## src/rtl/serial_pkg.sv

```systemverilog
// Shared definitions for the serial receive/transmit blocks.
// Holds the receiver state encoding and the default frame parameters.
package serial_pkg;

    localparam int OVERSAMPLE_DEF = 16;
    localparam int DATA_BITS_DEF  = 8;

    typedef enum logic [2:0] {
        IDLE,
        START,
        DATA,
        STOP,
        WAIT_HIGH
    } rx_state_t;

endpackage

```

## src/rtl/sync_2ff.sv

```systemverilog
// Two-flop synchronizer for a single asynchronous input.
// Ports: clk, rst (async active-high), d (async in), q (synchronized out).
module sync_2ff #(
    parameter logic RESET_VAL = 1'b1
) (
    input  logic clk,
    input  logic rst,
    input  logic d,
    output logic q
);

    logic meta;

    always_ff @(posedge clk or posedge rst) begin
        if (rst) begin
            meta <= RESET_VAL;
            q    <= RESET_VAL;
        end else begin
            meta <= d;
            q    <= meta;
        end
    end

endmodule

```

## src/rtl/serial_rx.sv

```systemverilog
// Oversampling 8N1 serial receiver, LSB first.
// Ports: sysclk, reset (async active-high), receive_i (serial line),
//        baud_rate_tick_i (oversample tick), data_o (last good byte),
//        valid_o / frame_error_o (one-cycle pulses), busy_o (not IDLE).
module serial_rx
    import serial_pkg::*;
#(
    parameter int OVERSAMPLE = OVERSAMPLE_DEF,
    parameter int DATA_BITS  = DATA_BITS_DEF
) (
    input  logic                 sysclk,
    input  logic                 reset,
    input  logic                 receive_i,
    input  logic                 baud_rate_tick_i,
    output logic [DATA_BITS-1:0] data_o,
    output logic                 valid_o,
    output logic                 frame_error_o,
    output logic                 busy_o
);

    localparam int TW = $clog2(OVERSAMPLE);
    localparam int BW = $clog2(DATA_BITS);
    localparam logic [TW-1:0] TICK_MID  = TW'(OVERSAMPLE / 2 - 1);
    localparam logic [TW-1:0] TICK_LAST = TW'(OVERSAMPLE - 1);
    localparam logic [BW-1:0] BIT_LAST  = BW'(DATA_BITS - 1);

    logic rx_s;

    rx_state_t state, state_n;
    logic [TW-1:0] tick_cnt, tick_n;
    logic [BW-1:0] bit_cnt, bit_n;
    logic [DATA_BITS-1:0] shift_q, shift_n;
    logic load, ferr;

    sync_2ff #(.RESET_VAL(1'b1)) u_sync (
        .clk (sysclk),
        .rst (reset),
        .d   (receive_i),
        .q   (rx_s)
    );

    always_ff @(posedge sysclk or posedge reset) begin
        if (reset) begin
            state         <= IDLE;
            tick_cnt      <= '0;
            bit_cnt       <= '0;
            shift_q       <= '0;
            data_o        <= '0;
            valid_o       <= 1'b0;
            frame_error_o <= 1'b0;
        end else begin
            state         <= state_n;
            tick_cnt      <= tick_n;
            bit_cnt       <= bit_n;
            shift_q       <= shift_n;
            valid_o       <= load;
            frame_error_o <= ferr;
            if (load) begin
                data_o <= shift_q;
            end
        end
    end

    always_comb begin
        state_n = state;
        tick_n  = tick_cnt;
        bit_n   = bit_cnt;
        shift_n = shift_q;
        load    = 1'b0;
        ferr    = 1'b0;
        unique case (state)
            IDLE: begin
                if (!rx_s) begin
                    state_n = START;
                    tick_n  = '0;
                end
            end
            START: begin
                if (baud_rate_tick_i) begin
                    if (tick_cnt == TICK_MID) begin
                        // Mid-bit check rejects short low glitches.
                        tick_n  = '0;
                        bit_n   = '0;
                        state_n = rx_s ? IDLE : DATA;
                    end else begin
                        tick_n = tick_cnt + 1'b1;
                    end
                end
            end
            DATA: begin
                if (baud_rate_tick_i) begin
                    if (tick_cnt == TICK_LAST) begin
                        tick_n  = '0;
                        shift_n = {rx_s, shift_q[DATA_BITS-1:1]};
                        if (bit_cnt == BIT_LAST) begin
                            state_n = STOP;
                        end else begin
                            bit_n = bit_cnt + 1'b1;
                        end
                    end else begin
                        tick_n = tick_cnt + 1'b1;
                    end
                end
            end
            STOP: begin
                if (baud_rate_tick_i) begin
                    if (tick_cnt == TICK_LAST) begin
                        tick_n = '0;
                        if (rx_s) begin
                            load    = 1'b1;
                            state_n = IDLE;
                        end else begin
                            ferr    = 1'b1;
                            state_n = WAIT_HIGH;
                        end
                    end else begin
                        tick_n = tick_cnt + 1'b1;
                    end
                end
            end
            WAIT_HIGH: begin
                // A held-low (break) line must not look like a new start.
                if (rx_s) begin
                    state_n = IDLE;
                end
            end
            default: state_n = IDLE;
        endcase
    end

    assign busy_o = (state != IDLE);

endmodule
```

## config.mk

```make
export PLATFORM = sky130hd
export DESIGN_NAME = serial_rx
export DESIGN_NICKNAME = d
export VERILOG_FILES = /design/src/rtl/serial_pkg.sv /design/src/rtl/sync_2ff.sv /design/src/rtl/serial_rx.sv
export SDC_FILE = /design/constraint.sdc
export NUM_CORES = 1
export LEC_CHECK = 0
export ABC_AREA = 0
export CORE_MARGIN = 2
export CORE_UTILIZATION = 59
export DETAILED_ROUTE_END_ITERATION = 12
export GPL_TIMING_DRIVEN = 0
export HOLD_SLACK_MARGIN = 0.15
export PLACE_DENSITY = 0.84
export SLEW_MARGIN = 20
export SYNTH_ARGS = -nofsm -noshare
export SYNTH_HDL_FRONTEND = slang
export SYNTH_SLANG_ARGS = --single-unit
```

## constraint.sdc

```tcl
create_clock -name sysclk -period 5.8 [get_ports sysclk]
set_clock_uncertainty 0.2 [all_clocks]
set_input_delay 0.87 -clock sysclk [delete_from_list [all_inputs] [get_ports sysclk]]
set_output_delay 0.87 -clock sysclk [all_outputs]
set_load 0.01 [all_outputs]
```

==> flow_summary.ini <==
[logic_synthesis]
netlist-cell-type-count = 37
synth_flop_cell = dfrtp_1
synth.top_cell.area_share_pct = 49.8
yosys_warnings = 0
synth_common_cells = dfrtp_1 (28), mux2_1 (17), inv_1 (6), nand2_1 (6), buf_2 (5)
synth_area_leader_cell = dfrtp_1
synth.avg_cell_area_sq_um = 12.4
postSynthCellCount = 113
ys_seq_area_share_pct = 53.6
syn_area_sq_um = 1410
synth_edf_count = 0
ys_ff_latch = 30
synthesis.nets = 120
synth_area_leaders = dfrtp_1 (50%), mux2_1 (14%), dfstp_2 (3.7%), ha_1 (2.7%), mux2i_1 (2.1%)
synth.most_common_cell = dfrtp_1
async_flop_share_pct = 100

[timing]
tightest_slew_ns = 0.593
slew_headroom_pct = 60.4
finalSetupViolCount = 0
slew_viol_final = 0
fin_setup_tns_ns = 0
fin_ws_ns = 2.83
holdWs_ns = 0.164
max_freq_mhz = 337
hold_violations = 0
fin_crit_sh_pct = 51.2
rsz0062_at_grt = false
period_needed_ns = 2.97

[final_layout]
drive_above_1_share_pct = 17.0
area_delta_synth_final_pct = 16.7
final_area_sq_um = 1640
n_antenna_cell = 0
nNetsFinal = 141

[cts]
post_cts_buffers = 0
clk_path_buf_depth = 2
cts_buffers = 5
cts_num_sinks = 30
cts_root_buf = clkbuf_4
cts-resized-gates = 0
cts-htree-levels = 2
path_clk_slew_ns = 0.09
clock_latency_ns = 0.33
hold_buffers = 0
tritoncts = built

[floorplanning]
dieArea_sq_um = 2790
die_y_um = 52.8
initial_core_util_pct = 63.0
io_pins = 15
core_sq_um = 2230
rows = 17
die_x_um = 52.8

[placed_design]
place_hpwl_mm = 1.70
placedInstanceArea_sq_um = 1580
numPortBuffers = 14
place_congestion = 0.891
place_ws_ns = 2.96

[drt]
ant_nets = 0
drc = 0
dr.pass1.iters = 4
vias = 924
top_layer_used = met4
wirelength_mm = 2.40
wl_per_cell_um = 14.7
dr_wl_met2_mm = 1.18
drt_iter0_drc = 28
wl_met3_um = 102
m1WireLength_mm = 1.07
vias_per_cell = 5.67

[grt]
grt_overflow = 0
grt_pass1_wl_mm = 4.38
grt_pass1_vias = 980
antenna_found_initial = 0
grt_max_degree = 31
track_usage_pct = 22.8

[setup_path]
crit_path_cell_trace = buf_2, nor2_1, nand2_1, clkdlybuf4s50_1
max_stage_delay_ns = 0.49
required_ns = 4.73
path_max_fanout = 10
cp-end-kind = output pin
worst_ep_arrival_time_ns = 1.90
startpoint_type = flip-flop
cp_slowest_cell = clkdlybuf4s50_1
critical_path_class = reg -> out

[run]
max-cap-violations = 0

[power_and_ir_drop]
finalPower_mw = 0.528
p_leak_nw = 0.803
power.density_nw_per_um2 = 321
ir_drop_mv = 0.267

[run_status]
status = completed

[hold_path]
hold_class = reg -> reg
-- per-layer routing --
| layer | vias up | track usage [%] |
|---|---|---|
| met5 | - | 0 |
| li1 | 448 | - |
| met2 | 11 | 37.5 |
| met4 | 0 | 9.40 |
| met3 | 6 | 9.43 |
| met1 | 459 | 26.1 |
-- sequential cells by signal (all words and copies together) (netlist names) --
register / cells
valid_o: 1
bit_cnt: 3
u_sync.meta: 1
shift_q: 8
u_sync.q: 1
tick_cnt: 4
data_o: 8
frame_error_o: 1
state: 3
-- final timing paths --
path	endpoint	depth (start not counted)	startpoint	slack, ns
setup / recovery	busy_o	4	state[1]	2.83
hold / removal	u_sync.q	0	u_sync.meta	0.16
setup reg to reg	shift_q[5]	6	tick_cnt[0]	3.82
hold reg to reg	u_sync.q	0	u_sync.meta	0.16
max in group asynchronous	tick_cnt[2]	2	reset	4.28
min in group asynchronous	data_o[1]	2	reset	0.72
-- cells in the final DEF (no fill, tap or decap), types with 2 or more instances in the layout --
cell,n
o21ai_0,4
mux2i_1,3
clkbuf_4,5
nor3b_1,2
o211ai_1,2
buf_2,5
dfstp_2,2
nand3_1,2
nand2_1,6
inv_1,5
dfrtp_1,28
buf_6,2
and3_1,3
mux2_1,17
nand2b_1,2
ha_1,3
o211ai_2,2
nor2_1,4
clkdlybuf4s50_1,14
-- critical path, delay by kind of cell, from the launching register on --
kind	cells	cell delay [ns]
simple gates	2	0.50
flops	1	0.40
buf+inv	2	0.68
-- cells by family (layout without fill, tap and decap cells) --
logic type / count (synthesis) / count (layout) / synth area share, %
AO/OA/AOI/OAI: 19 / 19 / 10.5
multiplexers: 20 / 20 / 15.7
buffers and inverters: 13 / 35 / 4.98
AND/OR/NAND/NOR: 27 / 27 / 11.9
adder cells (fa/ha/maj): 3 / 3 / 2.67
flip-flops: 30 / 30 / 53.6
XOR/XNOR: 1 / 1 / 0.623
-- layout make-up --
class / count / area [sq um]
inverter: 6 / 22.5
sequential: 30 / 753
clock buffer: 7 / 55.1
tap: 28 / 35.0
buffer: 7 / 47.5
multi-input combinational: 70 / 583
clock inverter: 1 / 5.00
fill: 155 / 592
timing repair buffer: 14 / 140
-- through the flow --
stage | util [%] | std cells
floorplan | - | 113
global placement | 70.8 | 155
detailed placement | 70.8 | 155
CTS | 73.5 | 163
global route | 73.5 | 163
finish | 73.5 | 163
-- power by group --
group          internal (mW)  switching (mW)  total [mW]
registers              0.236          0.0217       0.258
logic                 0.0629          0.0805       0.143
clock network         0.0586          0.0680       0.127
Power figures use the tool's default switching activity.
